<file path="src/rtl/triangle_project_scheduler_if.sv">
// Output stream from the scheduler's in-order FIFO to the rasterizer.
// The scheduler drives the master side; the rasterizer holds the slave side.
interface triangle_project_scheduler_if #(
    parameter int ADDR_W = 12,
    parameter int TRI2_W = 48
);
    logic              out_valid;
    logic [TRI2_W-1:0] out_tri;
    logic [ADDR_W-1:0] out_idx;
    logic              out_ready;

    modport master (
        output out_valid,
        output out_tri,
        output out_idx,
        input  out_ready
    );

    modport slave (
        input  out_valid,
        input  out_tri,
        input  out_idx,
        output out_ready
    );
endinterface

</file>
<file path="src/rtl/triangle_project_scheduler.sv">
// Frame sequencer: credit-limited reads from triangle memory into the projection pipe.
// Results land in an in-order FIFO. Define TRI_SCHED_STATS_EN to build the cycle/stall counters.
module triangle_project_scheduler #(
    parameter int ADDR_W     = 12,
    parameter int FIFO_DEPTH = 16,
    parameter int RD_LATENCY = 2,
    parameter int VIEW_W     = 64,
    parameter int TRI3_W     = 96,
    parameter int TRI2_W     = 48
) (
    input  logic                         clk,
    input  logic                         rst,
    input  logic                         frame_start,
    input  logic [VIEW_W-1:0]            camera_in,
    input  logic [ADDR_W-1:0]            num_tris,
    output logic                         busy,
    output logic                         frame_done,
    output logic                         tri_rd_en,
    output logic [ADDR_W-1:0]            tri_addr,
    input  logic [TRI3_W-1:0]            tri_rd_data,
    output logic [VIEW_W-1:0]            proj_camera,
    output logic                         proj_valid,
    output logic [TRI3_W-1:0]            proj_tri,
    input  logic [TRI2_W-1:0]            proj_out,
    input  logic                         proj_out_valid,
    triangle_project_scheduler_if.master out_if,
    output logic [31:0]                  frame_cycles,
    output logic [31:0]                  stall_cycles
);
    localparam int PTR_W = (FIFO_DEPTH > 1) ? $clog2(FIFO_DEPTH) : 1;
    localparam int CNT_W = PTR_W + 1;
    localparam logic [CNT_W-1:0] DEPTH_C = CNT_W'(FIFO_DEPTH);

    typedef enum logic [1:0] {
        ST_IDLE,
        ST_RUN,
        ST_DRAIN
    } state_t;

    state_t              r_state;
    logic [VIEW_W-1:0]   r_camera;
    logic [ADDR_W-1:0]   r_num_tris;
    logic [ADDR_W-1:0]   r_issue_idx;
    logic [ADDR_W-1:0]   r_pop_cnt;
    logic [CNT_W-1:0]    r_credits;
    logic                r_busy;
    logic                r_frame_done;
    logic                r_rd_en;
    logic [ADDR_W-1:0]   r_addr;
    logic [RD_LATENCY-1:0] r_rd_sr;

    logic [TRI2_W-1:0]   r_mem [FIFO_DEPTH];
    logic [PTR_W-1:0]    r_wr_ptr;
    logic [PTR_W-1:0]    r_rd_ptr;
    logic [CNT_W-1:0]    r_count;

    logic                w_out_valid;
    logic                w_pop;
    logic                w_push;
    logic [ADDR_W-1:0]   w_idx_next;
    logic [ADDR_W-1:0]   w_pop_next;
    logic [CNT_W-1:0]    w_credits_next;

    assign w_out_valid    = (r_count != '0);
    assign w_pop          = w_out_valid && out_if.out_ready;
    // Credits keep the FIFO from filling without a pop; the pop term only covers same-cycle swap.
    assign w_push         = proj_out_valid && (r_state != ST_IDLE) && ((r_count != DEPTH_C) || w_pop);
    assign w_idx_next     = r_issue_idx + ADDR_W'(r_rd_en);
    assign w_pop_next     = r_pop_cnt + ADDR_W'(w_pop);
    assign w_credits_next = r_credits - CNT_W'(r_rd_en) + CNT_W'(w_pop);

    // tri_rd_en is registered, so the next-cycle issue decision looks ahead at next credits/index.
    always_ff @(posedge clk) begin
        if (rst) begin
            r_state      <= ST_IDLE;
            r_camera     <= '0;
            r_num_tris   <= '0;
            r_issue_idx  <= '0;
            r_pop_cnt    <= '0;
            r_credits    <= DEPTH_C;
            r_busy       <= 1'b0;
            r_frame_done <= 1'b0;
            r_rd_en      <= 1'b0;
            r_addr       <= '0;
        end else begin
            r_frame_done <= 1'b0;
            r_credits    <= w_credits_next;
            case (r_state)
                ST_IDLE: begin
                    if (frame_start) begin
                        r_camera    <= camera_in;
                        r_num_tris  <= num_tris;
                        r_issue_idx <= '0;
                        r_pop_cnt   <= '0;
                        if (num_tris == '0) begin
                            r_frame_done <= 1'b1;
                        end else begin
                            r_state <= ST_RUN;
                            r_busy  <= 1'b1;
                            r_rd_en <= (w_credits_next != '0);
                            r_addr  <= '0;
                        end
                    end
                end
                ST_RUN: begin
                    r_issue_idx <= w_idx_next;
                    r_pop_cnt   <= w_pop_next;
                    if (w_idx_next == r_num_tris) begin
                        r_state <= ST_DRAIN;
                        r_rd_en <= 1'b0;
                    end else begin
                        r_rd_en <= (w_credits_next != '0);
                        r_addr  <= w_idx_next;
                    end
                end
                ST_DRAIN: begin
                    r_pop_cnt <= w_pop_next;
                    if (w_pop_next == r_num_tris) begin
                        r_state      <= ST_IDLE;
                        r_busy       <= 1'b0;
                        r_frame_done <= 1'b1;
                    end
                end
                default: begin
                    r_state <= ST_IDLE;
                    r_busy  <= 1'b0;
                    r_rd_en <= 1'b0;
                end
            endcase
        end
    end

    always_ff @(posedge clk) begin
        if (rst) begin
            r_rd_sr <= '0;
        end else begin
            r_rd_sr[0] <= r_rd_en;
            for (int i = 1; i < RD_LATENCY; i++) begin
                r_rd_sr[i] <= r_rd_sr[i-1];
            end
        end
    end

    always_ff @(posedge clk) begin
        if (rst) begin
            r_wr_ptr <= '0;
            r_rd_ptr <= '0;
            r_count  <= '0;
        end else begin
            if (w_push) begin
                r_wr_ptr <= r_wr_ptr + 1'b1;
            end
            if (w_pop) begin
                r_rd_ptr <= r_rd_ptr + 1'b1;
            end
            r_count <= r_count + CNT_W'(w_push) - CNT_W'(w_pop);
        end
    end

    always_ff @(posedge clk) begin
        if (w_push) begin
            r_mem[r_wr_ptr] <= proj_out;
        end
    end

`ifdef TRI_SCHED_STATS_EN
    logic [31:0] r_frame_cycles;
    logic [31:0] r_stall_cycles;

    always_ff @(posedge clk) begin
        if (rst) begin
            r_frame_cycles <= '0;
            r_stall_cycles <= '0;
        end else if (r_state == ST_IDLE) begin
            if (frame_start) begin
                r_frame_cycles <= '0;
                r_stall_cycles <= '0;
            end
        end else begin
            if (r_frame_cycles != '1) begin
                r_frame_cycles <= r_frame_cycles + 32'd1;
            end
            if (w_out_valid && !out_if.out_ready && (r_stall_cycles != '1)) begin
                r_stall_cycles <= r_stall_cycles + 32'd1;
            end
        end
    end

    assign frame_cycles = r_frame_cycles;
    assign stall_cycles = r_stall_cycles;
`else
    assign frame_cycles = '0;
    assign stall_cycles = '0;
`endif

    assign busy           = r_busy;
    assign frame_done     = r_frame_done;
    assign tri_rd_en      = r_rd_en;
    assign tri_addr       = r_addr;
    assign proj_camera    = r_camera;
    assign proj_valid     = r_rd_sr[RD_LATENCY-1];
    assign proj_tri       = tri_rd_data;
    assign out_if.out_valid = w_out_valid;
    assign out_if.out_tri   = r_mem[r_rd_ptr];
    assign out_if.out_idx   = r_pop_cnt;
endmodule

</file>
<file path="src/flat_wrapper.sv">
// flat-port wrapper written by rule: the top's interface ports become plain ports
module triangle_project_scheduler_flat 
#(
    parameter int ADDR_W     = 12,
    parameter int FIFO_DEPTH = 16,
    parameter int RD_LATENCY = 2,
    parameter int VIEW_W     = 64,
    parameter int TRI3_W     = 96,
    parameter int TRI2_W     = 48
)
  (clk, rst, frame_start, camera_in, num_tris, busy, frame_done, tri_rd_en, tri_addr, tri_rd_data, proj_camera, proj_valid, proj_tri, proj_out, proj_out_valid, frame_cycles, stall_cycles, out_if_out_valid, out_if_out_tri, out_if_out_idx, out_if_out_ready);
  triangle_project_scheduler_if #(.ADDR_W(ADDR_W), .TRI2_W(TRI2_W)) out_if_i ();
  input  logic clk;
  input  logic rst;
  input  logic frame_start;
  input  logic [VIEW_W-1:0] camera_in;
  input  logic [ADDR_W-1:0] num_tris;
  output logic busy;
  output logic frame_done;
  output logic tri_rd_en;
  output logic [ADDR_W-1:0] tri_addr;
  input  logic [TRI3_W-1:0] tri_rd_data;
  output logic [VIEW_W-1:0] proj_camera;
  output logic proj_valid;
  output logic [TRI3_W-1:0] proj_tri;
  input  logic [TRI2_W-1:0] proj_out;
  input  logic proj_out_valid;
  output logic [31:0] frame_cycles;
  output logic [31:0] stall_cycles;
  output wire logic [$bits(out_if_i.out_valid)-1:0] out_if_out_valid;
  output wire logic [$bits(out_if_i.out_tri)-1:0] out_if_out_tri;
  output wire logic [$bits(out_if_i.out_idx)-1:0] out_if_out_idx;
  input wire logic [$bits(out_if_i.out_ready)-1:0] out_if_out_ready;
  assign out_if_out_valid = out_if_i.out_valid;
  assign out_if_out_tri = out_if_i.out_tri;
  assign out_if_out_idx = out_if_i.out_idx;
  assign out_if_i.out_ready = out_if_out_ready;
  triangle_project_scheduler #(.ADDR_W(ADDR_W), .FIFO_DEPTH(FIFO_DEPTH), .RD_LATENCY(RD_LATENCY), .VIEW_W(VIEW_W), .TRI3_W(TRI3_W), .TRI2_W(TRI2_W)) u_core (.clk(clk), .rst(rst), .frame_start(frame_start), .camera_in(camera_in), .num_tris(num_tris), .busy(busy), .frame_done(frame_done), .tri_rd_en(tri_rd_en), .tri_addr(tri_addr), .tri_rd_data(tri_rd_data), .proj_camera(proj_camera), .proj_valid(proj_valid), .proj_tri(proj_tri), .proj_out(proj_out), .proj_out_valid(proj_out_valid), .out_if(out_if_i), .frame_cycles(frame_cycles), .stall_cycles(stall_cycles));
endmodule
</file>
<file path="config.mk">
export PLATFORM = sky130hd
export DESIGN_NAME = triangle_project_scheduler_flat
export DESIGN_NICKNAME = d
export VERILOG_FILES = /design/src/rtl/triangle_project_scheduler_if.sv /design/src/rtl/triangle_project_scheduler.sv /design/src/flat_wrapper.sv
export SDC_FILE = /design/constraint.sdc
export NUM_CORES = 1
export LEC_CHECK = 0
export ABC_AREA = 1
export CORE_MARGIN = 5
export CORE_UTILIZATION = 55
export CTS_BUF_LIST = sky130_fd_sc_hd__clkbuf_8
export DETAILED_ROUTE_END_ITERATION = 12
export GPL_ROUTABILITY_DRIVEN = 1
export MAX_ROUTING_LAYER = met4
export PLACE_DENSITY_LB_ADDON = 0.1
export RECOVER_POWER = 100
export SETUP_SLACK_MARGIN = 0.4
export SYNTH_ARGS = -nofsm -noshare
export SYNTH_HDL_FRONTEND = slang
export SYNTH_SLANG_ARGS = --single-unit
</file>
<file path="constraint.sdc">
create_clock -name clk -period 7.7 [get_ports clk]
set_input_delay 1.155 -clock clk [delete_from_list [all_inputs] [get_ports clk]]
set_output_delay 1.155 -clock clk [all_outputs]
set_load 0.02 [all_outputs]
</file>
==> impl_metrics.env, run 1 <==
export IMPL_status="complete, but fails checks"
export IMPL_failed_checks="capacitance limit, slew limit"
export IMPL_clockBufferDepth=3
export IMPL_period_share_pct=82.34
export IMPL_worst_hold_path_type="register to register"
export IMPL_nets=3551
export IMPL_antenna_found_initial=9
export IMPL_place_area_um2=40690
export IMPL_viasPerCell=5.656
export IMPL_instances_no_fill=4337
export IMPL_drt_iter0_markers=1914
export IMPL_overflow=0
export IMPL_boundaryPins=526
export IMPL_setup_viol=0
export IMPL_path_clk_slew_ns=0.06
export IMPL_crit_buf_inv=2
export IMPL_post_cts_resized=0
export IMPL_drcViolationCount=0
export IMPL_required_ns=8.06
export IMPL_rsz0062_at_grt="no"
export IMPL_grt_pass1_wl_um=149000
export IMPL_yosysTopAreaCell="edfxtp_1"
export IMPL_dieWidth_um=273.1
export IMPL_rows=96
export IMPL_cts_max_level=4
export IMPL_gp_congestion=0.9279
export IMPL_design_area_um2=43110
export IMPL_timing_fmax_mhz=157.7
export IMPL_synth_most_common_cell="edfxtp_1"
export IMPL_critPathMaxFanout=30
export IMPL_ys_top_cells_by_area="edfxtp_1, dfxtp_1, mux2i_1, o21ai_0, o211ai_1"
export IMPL_cpMostUsedCell="nor3_1"
export IMPL_reg2regPathDepth=8
export IMPL_critPathMaxStageDelay_ns=2.67
export IMPL_syn_area_um2=38060
export IMPL_synth_ff_type="edfxtp_1"
export IMPL_fin_tns_setup_ns=0
export IMPL_fin_crit_ns=6.340
export IMPL_post_drt_wl_per_cell_um=23.69
export IMPL_drive_gt1_share_pct=6.435
export IMPL_clock_skew_ns=0.04081
export IMPL_synth_cell_type_count=37
export IMPL_tritoncts_num_sinks=909
export IMPL_max_slew_margin_rel_pct=-154.2
export IMPL_cp_start_kind="input port"
export IMPL_place_inst=4081
export IMPL_hpwl_um=63950
export IMPL_synthCells=3119
export IMPL_initial_core_util_pct=55.50
export IMPL_cp_arrival_ns=6.70
export IMPL_wirelength_um=102800
export IMPL_chipHeight_um=273.1
export IMPL_area_delta_synth_final_pct=13.27
export IMPL_drv_cap=26
export IMPL_crit_family="simple AND/OR/NAND/NOR gates"
export IMPL_place_port_buffers=269
export IMPL_vias=24530
export IMPL_path_cells="dlygate4sd3_1, nor3_1, nor3_1, nand2_1, nor2_1, clkbuf_1"
export IMPL_syn_avg_cell_area_um2=12.20
export IMPL_synth_top_cell_area_share_pct=60.59
export IMPL_cts_made_buffers=148
export IMPL_endpoint_kind="register"
export IMPL_drv_slew=1120
export IMPL_ant_nets=0
export IMPL_ir_drop_mv=0.1676
export IMPL_p_per_area_nw_per_um2=283.1
export IMPL_synthTopCellsByCount="edfxtp_1, o21ai_0, inv_1"
export IMPL_ctsHoldBuffers=0
export IMPL_ys_seq_area_share_pct=68.01
export IMPL_grt_start_max_net_pins=173
export IMPL_ys_seq_elements=909
export IMPL_post_cts_buffers=0
export IMPL_cp_num_cells=6
export IMPL_grt_pass1_vias=23820
export IMPL_leakagePower_nw=15.44
export IMPL_root_buffer="clkbuf_8"
export IMPL_synthArstFlopShare_pct=0
export IMPL_fin_util_pct=62.86
export IMPL_cts_tree="yes"
export IMPL_yosysWarningCount=0
export IMPL_hold_depth=2
export IMPL_firstDrtPassIters=5
export IMPL_final_hold_violation_count=0
export IMPL_grt_usage_pct=27.36
export IMPL_crit_type="input port to register"
export IMPL_critPathSlowestCell="nor2_1"
export IMPL_die_area_um2=74570
export IMPL_whs_ns=0.3894
export IMPL_clkLatencyLatePin_ns=0.79
export IMPL_synth_edff_count=768
export IMPL_fp_coreArea_um2=68590
export IMPL_tightest_slew_ns=3.813
power breakdown:
group          internal (W)  total (W)  switching (W)  leakage [nW]
Clock               0.00191    0.00374        0.00184          1.52
Sequential          0.00549    0.00563       0.000137          8.07
Combinational       0.00102    0.00284        0.00181          5.85
Total               0.00842     0.0122        0.00379          15.4
flip-flops by register name (all words and copies together) (netlist names), named ones only:
register               flops
u_core.proj_camera        64
u_core.r_credits           5
u_core.frame_done          1
u_core.r_count             5
u_core.out_if.out_idx     12
u_core.r_mem             768
u_core.r_state             2
u_core.tri_rd_en           1
u_core.r_rd_ptr            4
u_core.r_wr_ptr            4
u_core.r_rd_sr             2
u_core.tri_addr           12
u_core.r_num_tris         12
u_core.busy                1
u_core.r_issue_idx        12
tightest hold or removal path: cells and delay by family (launching register included):
kind / cells / cell delay [ns]
buf+inv: 1 / 0.04
flops: 1 / 0.29
simple gates: 1 / 0.03
logic make-up (layout without fill, tap and decap cells):
kind of cell             count (synthesis)  count (layout)  synth area share (%)
flip-flops                             909             909                 68.01
AO/OA/AOI/OAI                          783             783                 11.60
buffers and inverters                  625             846                 7.866
AND/OR/NAND/NOR                        573             573                 6.311
multiplexers                           192             192                 5.049
adder cells (fa/ha/maj)                 26              26                0.8941
XOR/XNOR                                10              10                0.2663
other                                    1              67              0.009852
path summary, 6_finish.rpt:
kind	start	to	slack (ns)
worst max register to register	u_core.r_count[2]	u_core.r_mem[2][33]	1.57
worst min register to register	u_core.r_rd_sr[0]	u_core.r_rd_sr[1]	0.39
worst max-delay path	out_if_out_ready	u_core.r_mem[2][33]	1.36
worst min-delay path	u_core.r_rd_sr[0]	u_core.r_rd_sr[1]	0.39
layer usage:
metal / vias to the layer above / routed length (um) / GRT usage (%)
met5: - / 0 / -
met1: 12010 / 38890 / 31.71
met2: 1057 / 49960 / 44.15
met3: 165 / 11530 / 11.54
met4: 0 / 2371 / 7.859
li1: 11300 / - / -
layout by cell type, fill, tap and decap left out, types with 4 or more instances in the layout:
master,n
a21oi_1,250
buf_4,12
clkbuf_1,17
clkbuf_8,157
clkdlybuf4s50_1,84
clkinv_1,27
clkinv_2,5
clkinvlp_4,5
conb_1,64
dfxtp_1,137
dlygate4sd3_1,185
edfxtp_1,768
ha_1,24
inv_1,338
inv_2,4
mux2i_1,192
nand2_1,217
nand3_1,113
nand4_1,12
nor2_1,206
nor2_2,4
nor2_4,7
o211ai_1,192
o21ai_0,335
or2_2,4
xor2_1,7
cell type report:
type | instances | area, um^2
fillers | 5289 | 25470
multi-input cells | 1648 | 9437
clock buffers | 157 | 2161
repair buffers | 303 | 2904
inverters | 290 | 1096
flip-flops and latches | 909 | 25900
diodes | 3 | 7.507
well taps | 931 | 1165
clock inverters | 96 | 446.7
metrics by stage:
step,power [W],setup WS (ns)
floorplan,0.007613,3.278
global placement,0.008568,2.685
detailed placement,0.008630,2.569
CTS,0.01236,2.333
global route,0.01280,1.134
finish,0.01220,1.360
Note: power is estimated with default switching activity, not from simulation.
==> inputs of run 2 (changes only) <==
--- a/config.mk
+++ b/config.mk
@@ -7,7 +7,7 @@
 export LEC_CHECK = 0
 export ABC_AREA = 1
 export CORE_MARGIN = 5
-export CORE_UTILIZATION = 55
+export CORE_UTILIZATION = 51
 export CTS_BUF_LIST = sky130_fd_sc_hd__clkbuf_8
 export DETAILED_ROUTE_END_ITERATION = 12
 export GPL_ROUTABILITY_DRIVEN = 1
==> constraint.sdc (replaced) <==
create_clock -name clk -period 5.55 [get_ports clk]
set_input_delay 0.8325 -clock clk [delete_from_list [all_inputs] [get_ports clk]]
set_output_delay 0.8325 -clock clk [all_outputs]
set_load 0.02 [all_outputs]
==> run 2 against run 1 <==
  * The run still ends with capacitance limit, slew limit left
  * Combinational power increased by 37%
  * Cell count increased by 1.4%
  * Routed wire length grew 0.46%
  * Largest cell class unchanged
  * Largest power group unchanged
==> impl_metrics.env, run 2 (synthesis results as in run 1) <==
export IMPL_p_per_area_nw_per_um2=392.9
export IMPL_drive_gt1_share_pct=6.976
export IMPL_p_total_w=0.01705
export IMPL_worst_hold_path_type="register to register"
export IMPL_setup_viol=0
export IMPL_met2_usage_pct=42.07
export IMPL_hpwl_um=63820
export IMPL_ctsHoldBuffers=0
export IMPL_cts_max_level=4
export IMPL_hold_depth=2
export IMPL_instances_no_fill=4397
export IMPL_gp_congestion=0.9542
export IMPL_period_share_pct=92.18
export IMPL_crit_type="register to primary output"
export IMPL_ant_nets=0
export IMPL_layout_common_cells="edfxtp_1, inv_1, o21ai_0, a21oi_1, nand2_1"
export IMPL_place_inst=4133
export IMPL_max_slew_margin_rel_pct=-119.4
export IMPL_post_cts_buffers=0
export IMPL_grt_pass1_vias=24430
export IMPL_wirelength_um=103200
export IMPL_viasPerCell=5.594
export IMPL_tritoncts_num_sinks=909
export IMPL_grtUsageMet3_pct=7.307
export IMPL_tightest_slew_ns=3.290
export IMPL_dieWidth_um=283.2
export IMPL_leakagePower_nw=15.60
export IMPL_initial_core_util_pct=51.30
export IMPL_final_common_cell="edfxtp_1"
export IMPL_chipHeight_um=283.2
export IMPL_overflow=0
export IMPL_rsz0062_at_grt="no"
export IMPL_clockBufferDepth=3
export IMPL_final_hold_violation_count=0
export IMPL_post_cts_resized=0
export IMPL_grt_pass1_wl_um=154100
export IMPL_drcViolationCount=0
export IMPL_r2r_start="u_core.r_state[1]"
export IMPL_drv_cap=24
export IMPL_hold_path_endpoint="u_core.r_issue_idx[0]"
export IMPL_place_port_buffers=269
export IMPL_reg2regPathDepth=7
export IMPL_hp_start="u_core.r_issue_idx[0]"
export IMPL_critPathMaxFanout=46
export IMPL_clkLatencyLatePin_ns=0.81
export IMPL_grt_use_met1_pct=31.81
export IMPL_path_clk_slew_ns=0.06
export IMPL_fillers=6105
export IMPL_boundaryPins=526
export IMPL_endpoint_kind="primary output"
export IMPL_rows=100
export IMPL_cts_tree="yes"
export IMPL_cts_made_buffers=152
export IMPL_largest_reg_flops=768
export IMPL_fin_tns_setup_ns=0
export IMPL_nets=3569
export IMPL_die_area_um2=80200
export IMPL_clock_skew_ns=0.04456
export IMPL_drv_slew=662
export IMPL_cp_arrival_ns=4.28
export IMPL_timing_fmax_mhz=195.5
export IMPL_drt_iter0_markers=1896
export IMPL_antenna_found_initial=8
export IMPL_rrSetupSlack_ns=0.69
export IMPL_fin_crit_ns=5.116
export IMPL_required_ns=4.72
export IMPL_vias=24600
export IMPL_area_delta_synth_final_pct=14.02
export IMPL_firstDrtPassIters=7
export IMPL_status="complete, but fails checks"
export IMPL_post_drt_wl_per_cell_um=23.48
export IMPL_r2r_end="u_core.r_mem[1][13]"
export IMPL_grt_start_max_net_pins=155
export IMPL_ir_drop_mv=0.2402
export IMPL_failed_checks="capacitance limit, slew limit"
export IMPL_busiest_layer="met2"
export IMPL_grt_usage_pct=25.78
export IMPL_cp_start_kind="register"
export IMPL_fp_coreArea_um2=74200
export IMPL_root_buffer="clkbuf_8"
export IMPL_largest_register="u_core.r_mem"
-- run 2: cell count changes in the layout (fill, tap and decap cells not counted), sizes merged --
cell,change
clkinvlp,-2
bufinv,+1
dlygate4sd3,-1
diode,-1
buf,+7
clkbuf,+9
clkdlybuf4s50,+1
inv,+8
-- run 2: worst max-delay path by stage --
stage / startpoint / slack (ns) / to / cells past startpoint
global placement: register / 1.59 / out_if_out_tri[20] / 6
finish: register / 0.43 / out_if_out_tri[4] / 6
floorplan: proj_out_valid / 1.45 / u_core.r_mem[11][0] / 6
CTS: register / 0.65 / out_if_out_tri[20] / 6
detailed placement: register / 1.53 / out_if_out_tri[20] / 6
global route: register / 0.27 / out_if_out_tri[8] / 6
-- run 2: final cells by class --
type                            count  area, um^2  area share, %
Tap cell                          969        1212          2.794
Sequential cell                   909       25890          59.67
Multi-Input combinational cell   1648        9429          21.73
Clock inverter                    103       520.5          1.199
Clock buffer                      159        2188          5.042
Antenna cell                        2       5.005        0.01153
Inverter                          290        1096          2.526
Timing Repair Buffer              317        3053          7.035
-- run 2: worst max-delay path: stages (launching register included) --
cell,delay (ns)
dfxtp_2,1.08
inv_2,0.77
buf_4,0.45
o211ai_1,0.15
nand3_1,0.13
nand2_1,0.16
dlygate4sd3_1,0.69
-- run 2: where the power goes --
part | total (W) | switching, W | internal, W
sequential | 0.00781 | 0.000191 | 0.00761
clock | 0.00534 | 0.00260 | 0.00274
combinational | 0.00390 | 0.00248 | 0.00143
total | 0.0171 | 0.00527 | 0.0118
-- run 2: stage by stage --
step	instance area, um^2	utilization (%)	setup slack [ns]	hold slack [ns]
after global routing	43400	58.49	0.2674	0.4961
after detailed placement	40990	55.24	1.534	0.4596
after CTS	43700	58.90	0.6534	0.4636
final	43400	58.49	0.4343	0.4734
after floorplan	38300	-	1.451	0.3883
after global placement	40990	55.24	1.590	0.4586
-- run 2: per-layer routing --
metal / part of all wire (%) / vias up / routed length, um
met1: 41 / 12080 / 41890
met2: 49 / 1010 / 50860
met3: 8.0 / 163 / 8211
met4: 2.2 / 0 / 2261
li1: - / 11350 / -
met5: 0 / - / 0
